**config.mk**
```make
export PLATFORM = sky130hd
export DESIGN_NAME = eq_vector_seq_flat
export DESIGN_NICKNAME = d
export VERILOG_FILES = /design/src/rtl/eq_vector_seq_pkg.sv /design/src/rtl/eq_vector_seq_if.sv /design/src/rtl/eq_vector_seq_misr.sv /design/src/rtl/eq_vector_seq.sv /design/src/flat_wrapper.sv
export SDC_FILE = /design/constraint.sdc
export NUM_CORES = 1
export LEC_CHECK = 0
export CAP_MARGIN = 20
export CORE_MARGIN = 4
export CORE_UTILIZATION = 40
export DETAILED_ROUTE_END_ITERATION = 16
export PLACE_DENSITY = 0.65
export SETUP_SLACK_MARGIN = 0.05
export SLEW_MARGIN = 20
export SYNTH_ARGS = -nofsm -noshare
export SYNTH_HDL_FRONTEND = slang
export SYNTH_HIERARCHICAL = 1
export SYNTH_SLANG_ARGS = --single-unit
```
**constraint.sdc**
```tcl
create_clock -name clk -period 1.8 [get_ports clk]
set_input_delay 0.36 -clock clk [delete_from_list [all_inputs] [get_ports clk]]
set_output_delay 0.36 -clock clk [all_outputs]
set_load 0.01 [all_outputs]
```
**src/rtl/eq_vector_seq_pkg.sv**
```systemverilog
// Shared types and constants for the exhaustive equivalence sequencer.
package eq_seq_pkg;

  typedef enum logic [1:0] {
    IDLE   = 2'd0,
    APPLY  = 2'd1,
    SAMPLE = 2'd2,
    DONE   = 2'd3
  } state_e;

  // MISR feedback polynomial and start value (CRC-16/CCITT style)
  localparam logic [15:0] POLY = 16'h1021;
  localparam logic [15:0] SEED = 16'hFFFF;

  // Settle counter width; covers SETTLE values 0..15
  localparam int SETTLE_W = 4;

endpackage

```
**src/rtl/eq_vector_seq_if.sv**
```systemverilog
// Handshake, vector and response bus between the sequencer and its environment.
interface eq_vector_seq_if #(
  parameter int N_IN  = 7,
  parameter int N_OUT = 2,
  parameter int SIG_W = 16
);
  logic             start;
  logic             abort;
  logic [N_IN-1:0]  vec_out;
  logic [N_OUT-1:0] resp_a;
  logic [N_OUT-1:0] resp_b;
  logic             busy;
  logic             done;
  logic             fail;
  logic [N_IN-1:0]  first_fail_vec;
  logic [SIG_W-1:0] signature;

  // Environment side: requests runs, supplies circuit responses
  modport master (
    output start, abort, resp_a, resp_b,
    input  vec_out, busy, done, fail, first_fail_vec, signature
  );

  // Sequencer side
  modport slave (
    input  start, abort, resp_a, resp_b,
    output vec_out, busy, done, fail, first_fail_vec, signature
  );
endinterface

```
**src/rtl/eq_vector_seq_misr.sv**
```systemverilog
// Multiple-input signature register compacting circuit A responses.
module eq_misr
  import eq_seq_pkg::*;
#(
  parameter int SIG_W = 16,
  parameter int N_OUT = 2
) (
  input  logic             clk,
  input  logic             rst,
  input  logic             load_seed_i,
  input  logic             en_i,
  input  logic [N_OUT-1:0] data_i,
  output logic [SIG_W-1:0] sig_o
);

  logic [SIG_W-1:0] sig_q, sig_d;

  // Next signature: reseed wins over a shift/fold update
  always_comb begin
    sig_d = sig_q;
    if (load_seed_i)
      sig_d = SIG_W'(SEED);
    else if (en_i)
      sig_d = {sig_q[SIG_W-2:0], 1'b0}
            ^ (sig_q[SIG_W-1] ? SIG_W'(POLY) : '0)
            ^ SIG_W'(data_i);
  end

  // Signature register
  always_ff @(posedge clk) begin
    if (rst) sig_q <= SIG_W'(SEED);
    else     sig_q <= sig_d;
  end

  assign sig_o = sig_q;

endmodule

```
**src/rtl/eq_vector_seq.sv**
```systemverilog
// Exhaustive vector sequencer: drives all 2^N_IN vectors to two candidate
// circuits, samples after a settle window, compares A vs B and signs A.
module eq_vector_seq
  import eq_seq_pkg::*;
#(
  parameter int N_IN   = 7,
  parameter int N_OUT  = 2,
  parameter int SETTLE = 2,
  parameter int SIG_W  = 16
) (
  input logic           clk,
  input logic           rst,
  eq_vector_seq_if.slave bus
);

  localparam logic [N_IN-1:0]     VEC_LAST = '1;
  localparam logic [SETTLE_W-1:0] CNT_LAST = (SETTLE == 0) ? '0 : SETTLE_W'(SETTLE - 1);
  // With no settle window every cycle is a sample cycle
  localparam state_e              ST_VEC   = (SETTLE == 0) ? SAMPLE : APPLY;

  state_e              state_q;
  logic [N_IN-1:0]     vec_q;
  logic [SETTLE_W-1:0] cnt_q;
  logic                busy_q;
  logic                done_q;
  logic                fail_q;
  logic [N_IN-1:0]     ffv_q;

  logic mismatch;
  logic misr_load;
  logic misr_en;

  assign mismatch  = (bus.resp_a != bus.resp_b);
  assign misr_load = (state_q == IDLE) && bus.start;
  assign misr_en   = (state_q == SAMPLE) && !bus.abort;

  // Run control: vector stepping, settle timing, compare and status flags
  always_ff @(posedge clk) begin
    if (rst) begin
      state_q <= IDLE;
      vec_q   <= '0;
      cnt_q   <= '0;
      busy_q  <= 1'b0;
      done_q  <= 1'b0;
      fail_q  <= 1'b0;
      ffv_q   <= '0;
    end else begin
      done_q <= 1'b0;
      if (state_q != IDLE && bus.abort) begin
        // Abandon the run; fail/first-fail keep their partial values
        state_q <= IDLE;
        vec_q   <= '0;
        cnt_q   <= '0;
        busy_q  <= 1'b0;
      end else begin
        case (state_q)
          IDLE: if (bus.start) begin
            state_q <= ST_VEC;
            vec_q   <= '0;
            cnt_q   <= '0;
            busy_q  <= 1'b1;
            fail_q  <= 1'b0;
            ffv_q   <= '0;
          end
          APPLY: begin
            if (cnt_q == CNT_LAST) begin
              cnt_q   <= '0;
              state_q <= SAMPLE;
            end else begin
              cnt_q <= cnt_q + 1'b1;
            end
          end
          SAMPLE: begin
            if (mismatch && !fail_q) begin
              fail_q <= 1'b1;
              ffv_q  <= vec_q;
            end
            if (vec_q == VEC_LAST) begin
              state_q <= DONE;
              busy_q  <= 1'b0;
              done_q  <= 1'b1;
            end else begin
              vec_q   <= vec_q + 1'b1;
              state_q <= ST_VEC;
            end
          end
          DONE:    state_q <= IDLE;
          default: state_q <= IDLE;
        endcase
      end
    end
  end

  eq_misr #(.SIG_W(SIG_W), .N_OUT(N_OUT)) u_misr (
    .clk        (clk),
    .rst        (rst),
    .load_seed_i(misr_load),
    .en_i       (misr_en),
    .data_i     (bus.resp_a),
    .sig_o      (bus.signature)
  );

  assign bus.vec_out        = vec_q;
  assign bus.busy           = busy_q;
  assign bus.done           = done_q;
  assign bus.fail           = fail_q;
  assign bus.first_fail_vec = ffv_q;

endmodule

```
**src/flat_wrapper.sv**
```systemverilog
// flat-port wrapper written by rule: the top's interface ports become plain ports
module eq_vector_seq_flat import eq_seq_pkg::*;
#(
  parameter int N_IN   = 7,
  parameter int N_OUT  = 2,
  parameter int SETTLE = 2,
  parameter int SIG_W  = 16
)
  (clk, rst, bus_start, bus_abort, bus_resp_a, bus_resp_b, bus_vec_out, bus_busy, bus_done, bus_fail, bus_first_fail_vec, bus_signature);
  eq_vector_seq_if #(.N_IN(N_IN), .N_OUT(N_OUT), .SIG_W(SIG_W)) bus_i ();
  input logic clk;
  input logic rst;
  input wire logic [$bits(bus_i.start)-1:0] bus_start;
  input wire logic [$bits(bus_i.abort)-1:0] bus_abort;
  input wire logic [$bits(bus_i.resp_a)-1:0] bus_resp_a;
  input wire logic [$bits(bus_i.resp_b)-1:0] bus_resp_b;
  output wire logic [$bits(bus_i.vec_out)-1:0] bus_vec_out;
  output wire logic [$bits(bus_i.busy)-1:0] bus_busy;
  output wire logic [$bits(bus_i.done)-1:0] bus_done;
  output wire logic [$bits(bus_i.fail)-1:0] bus_fail;
  output wire logic [$bits(bus_i.first_fail_vec)-1:0] bus_first_fail_vec;
  output wire logic [$bits(bus_i.signature)-1:0] bus_signature;
  assign bus_i.start = bus_start;
  assign bus_i.abort = bus_abort;
  assign bus_i.resp_a = bus_resp_a;
  assign bus_i.resp_b = bus_resp_b;
  assign bus_vec_out = bus_i.vec_out;
  assign bus_busy = bus_i.busy;
  assign bus_done = bus_i.done;
  assign bus_fail = bus_i.fail;
  assign bus_first_fail_vec = bus_i.first_fail_vec;
  assign bus_signature = bus_i.signature;
  eq_vector_seq #(.N_IN(N_IN), .N_OUT(N_OUT), .SETTLE(SETTLE), .SIG_W(SIG_W)) u_core (.clk(clk), .rst(rst), .bus(bus_i));
endmodule
```
* Yosys cells after proc, flatten, opt, wreduce, memory -nomap -nowiden
Cells that the tools add are included.
** Cells by class
- Add/subtract/negate cells :: 2
- Eq/ne operators :: 11
- Mux-type cells :: 20
- Bitwise logic cells :: 4
- Reduce and logical (&&, ||, !) cells :: 18
** Operators by type and width (number)
- case mux 7 bit (2 select lines) :: 2
- 2-to-1 mux 7 bit :: 3
- XOR 16 bit :: 1
- XOR 16 x 2 -> 16 bit :: 1
- 2-to-1 mux 13 bit :: 1
- 2-to-1 mux 4 bit :: 2
- != test 2 bit, second input constant :: 4
- case mux 2 bit (4 select lines) :: 1
- case mux 4 bit (2 select lines) :: 1
- adder 7 x 1 -> 7 bit, second input constant :: 1
- == test 7 bit, second input constant :: 1
- 2-to-1 mux 2 bit :: 3
- AND reduction 3 bit :: 2
- nonzero test 2 bit :: 3
- 2-to-1 mux 1 bit :: 5
- adder 4 x 1 -> 4 bit, second input constant :: 1
- == test 2 bit, second input constant :: 2
- == test 4 x 1 -> 1 bit, second input constant :: 1
- logical AND 1 bit :: 4
- case mux 1 bit (2 select lines) :: 2
- AND reduction 2 bit :: 2
- AND reduction 4 bit :: 1
- OR reduction 2 bit :: 2
- OR reduction 3 bit :: 1
- 6 further kinds :: 8
** Storage, ports and cells
- Bits in registers :: 39
- Bits of input ports :: 8
- Word-level logic and storage cells :: 63

* Logic depth before layout (Yosys ltp)
- Depth in word-level cells :: 4
- Depth in mapped cells :: 8
- Depth with buffers taken out :: 6

* Cells and area by module
The synthesis kept the hierarchy.
** By module, submodules not included
- eq_vector_seq :: times used 1, cells an instance 127, area each 1054.8 um^2, seq. area each 460.4 um^2
- eq_misr :: times used 1, cells an instance 56, area each 636.9 um^2, seq. area each 320.3 um^2

* Worst setup path after synthesis
Ideal clock, no wire load.
- Path type :: reg2reg
- From :: register u_core.vec_q[0], in the netlist u_core/bus.vec_out[0]
- To :: register u_core.vec_q[0], in the netlist u_core/bus.vec_out[0]
- Library setup time :: 0.101 ns
- Data arrival time :: 1.565 ns
- Data required time :: 1.699 ns
- Slack :: 0.134 ns
- Stages on the path, launching flop included :: 6
- Buffers on the path :: 0
- Period minus slack after synthesis :: 1.666 ns
- Cells stage by stage :: dfxtp_1 > ha_1 > and3_1 > a31oi_1 > or3b_2 > o41ai_1
** Between the ends
- Longest elaborated chain between the ends :: 3
- Elaborated cells between the ends (all ways) :: 6
- Classes of those cells :: 1 x add/sub; 2 x eq/ne; 2 x mux; 1 x reduce/logical
** RTL lines
- from (decl) :: line eq_vector_seq.sv:22 : logic [N_IN-1:0] vec_q;
- from (signal assigned) :: line eq_vector_seq.sv:83 : vec_q <= vec_q + 1'b1;
- adder 7 x 1 -> 7 bit or == test 7 bit (tied branches) :: line eq_vector_seq.sv:83, eq_vector_seq.sv:78
- 2-to-1 mux 7 bit or != test 2 bit (tied branches)
- case mux 7 bit (2 select lines) or AND reduction 3 bit (tied branches)
Several ways; a longest one is shown, not always the timed one. The select of a mux whose other input is x is not followed.
A chain may end at the register's enable or synchronous reset.

* Worst setup path after layout
- From :: register u_core.vec_q[0], in the netlist u_core/bus.vec_out[0]
- To :: output port bus_vec_out[0]
** RTL lines
- to (decl) :: line flat_wrapper.sv:17 : output wire logic [$bits(bus_i.vec_out)-1:0] bus_vec_out;
No word-level cell between the ends.

==> impl_metrics.tcl <==
set metrics [dict create \
    drv_cap 0 \
    syn_inst 183 \
    yosysUniqueCellTypes 38 \
    clock_latency_ns 0.29 \
    syn_nets 192 \
    cts_setup_buffers 0 \
    crit_path_max_incr_delay_ns 0.54 \
    status "finished, final reports clean" \
    die_h_um 73.03 \
    worstPathRequired_ns 1.44 \
    drcViolationCount 0 \
    grt_util_met2_pct 27.71 \
    critical_path.slowest_cell "clkdlybuf4s50_1" \
    clock.fmax_ghz 0.5993 \
    powerDensity_nw_per_um2 791.4 \
    clock-sinks 39 \
    ys_seq_area_share_pct 46.15 \
    avgSynthCellArea_um2 9.244 \
    wl_um 4304 \
    layout_setup_ws_ns 0.1312 \
    area_growth_pct 42.97 \
    numCtsBuffers 5 \
    dpl_cell_area_um2 2290 \
    cp_max_fo 6 \
    place_hpwl_um 3156 \
    io_pins 41 \
    worstPathArrival_ns 1.31 \
    cp-end-kind "output pin" \
    cts_resized 0 \
    grt_pass1_vias 1506 \
    use_met3_pct 4.408 \
    fillers 345 \
    synth_area_um2 1692 \
    drive_above_1_share_pct 20.08 \
    ir_drop_mv 0.4003 \
    cts_tree "done" \
    report.power.total_uw 1914 \
    worstMarginPinSlew_ns 0.3006 \
    dieWidth_um 73.03 \
    ant_nets 0 \
    setup_viol 0 \
    yosysWarnings 6 \
    synth_seq_cells 39 \
    cts.hold.buffers_added 0 \
    vias 1615 \
    grt_busiest_layer "met2" \
    portBuffers 40 \
    criticalPathCategory "register to output pin" \
    fin_skew_ns 0.002184 \
    start_util_pct 41.69 \
    fp-row-count 23 \
    clock_tree.buffer_depth 2 \
    cts.htree.levels 2 \
    hold_viol 0 \
    grt_usage_pct 16.70 \
    routed_via_density 5.493 \
    wl_per_cell_um 14.64 \
    place_ws_ns -0.1466 \
    rsz0062_at_grt "no" \
    drt_iter0_markers 126 \
    clock-root-buffer "clkbuf_8" \
    period_share_pct 92.71 \
    grt_pass1_wl_um 7031 \
    period_minus_slack_ns 1.669 \
    start_kind "register" \
    antenna_found_initial 0 \
    final_nets 252 \
    overflow 0 \
    maxSlewViolCount 0 \
    grt_max_degree 21 \
    dieArea_um2 5333 \
    fin_area_um2 2419 \
    p_leak_uw 0.0008643 \
    path_cells "buf_4 > clkdlybuf4s50_1" \
    hp-class "register to register" \
    gp_congestion 0.8196 \
    fin_tns_setup_ns 0 \
    grt_use_met1_pct 21.07 \
    path_clk_slew_ns 0.07 \
    relSlewSlack_pct 79.70 \
    holdWs_ns 0.4835 \
    core_area_um2 4058 \
    first_pass_iters 4 \
    num_antenna_cells 0 \
]
[worst max-delay path: cells and delay by family (launching register included)]
family                 cells  cell delay [ns]
flip-flops                 1             0.34
buffers and inverters      2             0.68
[per-stage QoR]
step	instances	utilization (%)
2_1_floorplan	183	-
3_3_place_gp	286	56.43
3_5_place_dp	286	56.43
4_1_cts	294	59.33
5_1_grt	294	59.61
6_report	294	59.61
[report_power, final]
part	switching [uW]	leakage, uW	internal [uW]
registers	21.4	0.000316	880
logic	145	0.000487	124
clock network	295	0.0000612	448
total	462	0.000864	1450
[layer usage]
layer	part of all wire, %	routed length [um]	up-vias
met4	1.1	48	0
met3	6.1	263	5
met1	44	1897	766
met5	0	0	-
met2	49	2095	54
li1	-	-	790
[cell usage in the layout (no fill, tap or decap), drive strengths merged, types with 2 or more instances in the layout]
cell type      Yosys  routed
a31oi              5       5
nand2b             4       4
nand2             23      23
nand3              5       5
nor3               2       2
dfxtp             39      39
buf                5      22
clkbuf             4       6
nor2               8       8
xnor2              7       7
nor2b              3       3
inv                2       2
and3               3       3
a311oi             3       3
or3b               2       2
mux2i             12      12
clkdlybuf4s50      0      40
nor4               5       5
o21ai             11      11
or3                2       2
a21oi             20      20
nand4              6       6
[state kept, by name, indices dropped and copies added (netlist names)]
signal / cells
u_core/cnt_q: 4
u_core/bus.busy: 1
u_core/state_q: 2
u_core/u_misr/sig_o: 16
u_core/bus.first_fail_vec: 7
u_core/bus.vec_out: 7
u_core/bus.fail: 1
u_core/bus.done: 1
[cell type report]
class                      instances  area [um^2]  area share [%]
multi-input combinational        133        855.8           35.39
inverter                           2        7.507          0.3104
clock inverter                     2        35.03           1.449
tap                               50        62.56           2.587
sequential                        39        784.5           32.44
timing repair buffer              62        590.6           24.42
clock buffer                       6        82.58           3.414
[Yosys cell counts (all sizes together)]
| master | number | share of area (%) |
|---|---|---|
| nand4 | 6 | 2.2 |
| nor4 | 5 | 1.8 |
| a21oi | 20 | 5.9 |
| o21bai | 1 | 0.44 |
| nand2b | 4 | 1.5 |
| and3 | 3 | 1.1 |
| a31oi | 5 | 1.8 |
| nor3 | 2 | 0.59 |
| o211a | 1 | 0.59 |
| nand3 | 5 | 1.5 |
| ha | 1 | 0.74 |
| a32o | 1 | 0.67 |
| or3 | 2 | 0.74 |
| a32oi | 1 | 0.52 |
| nor2b | 3 | 1.1 |
| o41ai | 1 | 0.52 |
| nor2 | 8 | 2.2 |
| xnor2 | 7 | 3.6 |
| nand2 | 23 | 6.6 |
| inv | 2 | 0.44 |
| dfxtp | 39 | 46 |
| a21o | 1 | 0.44 |
| a41oi | 1 | 0.52 |
| or3b | 2 | 1.0 |
| buf | 5 | 2.5 |
| a311oi | 3 | 1.6 |
| clkbuf | 4 | 0.89 |
| o21ai | 11 | 3.3 |
| o211ai | 1 | 0.44 |
| and2 | 1 | 0.37 |
| mux2i | 12 | 7.1 |
| or4b | 1 | 0.59 |
| nor3b | 1 | 0.44 |
[cells by family after synthesis]
logic type / after synthesis / synth area share (%)
simple gates: 66 / 21.82
flops: 39 / 46.15
xor+xnor: 7 / 3.624
buf+inv: 11 / 3.845
fa+ha+maj: 1 / 0.7395
compound gates: 47 / 16.72
mux: 12 / 7.101
[path summary, 6_finish.rpt]
path                            slack, ns                                         to  depth (start not counted)                                      start
worst max-delay path                 0.13                             bus_vec_out[0]                          2         u_core/bus.vec_out[0]$_SDFFE_PP0P_
worst min-delay path                 0.48  u_core/bus.first_fail_vec[1]$_SDFFE_PP0P_                          2  u_core/bus.first_fail_vec[1]$_SDFFE_PP0P_
worst max register to register       0.17         u_core/bus.vec_out[0]$_SDFFE_PP0P_                          5         u_core/bus.vec_out[1]$_SDFFE_PP0P_
worst min register to register       0.48  u_core/bus.first_fail_vec[1]$_SDFFE_PP0P_                          2  u_core/bus.first_fail_vec[1]$_SDFFE_PP0P_
No activity file was read; power rests on OpenSTA's default activity.
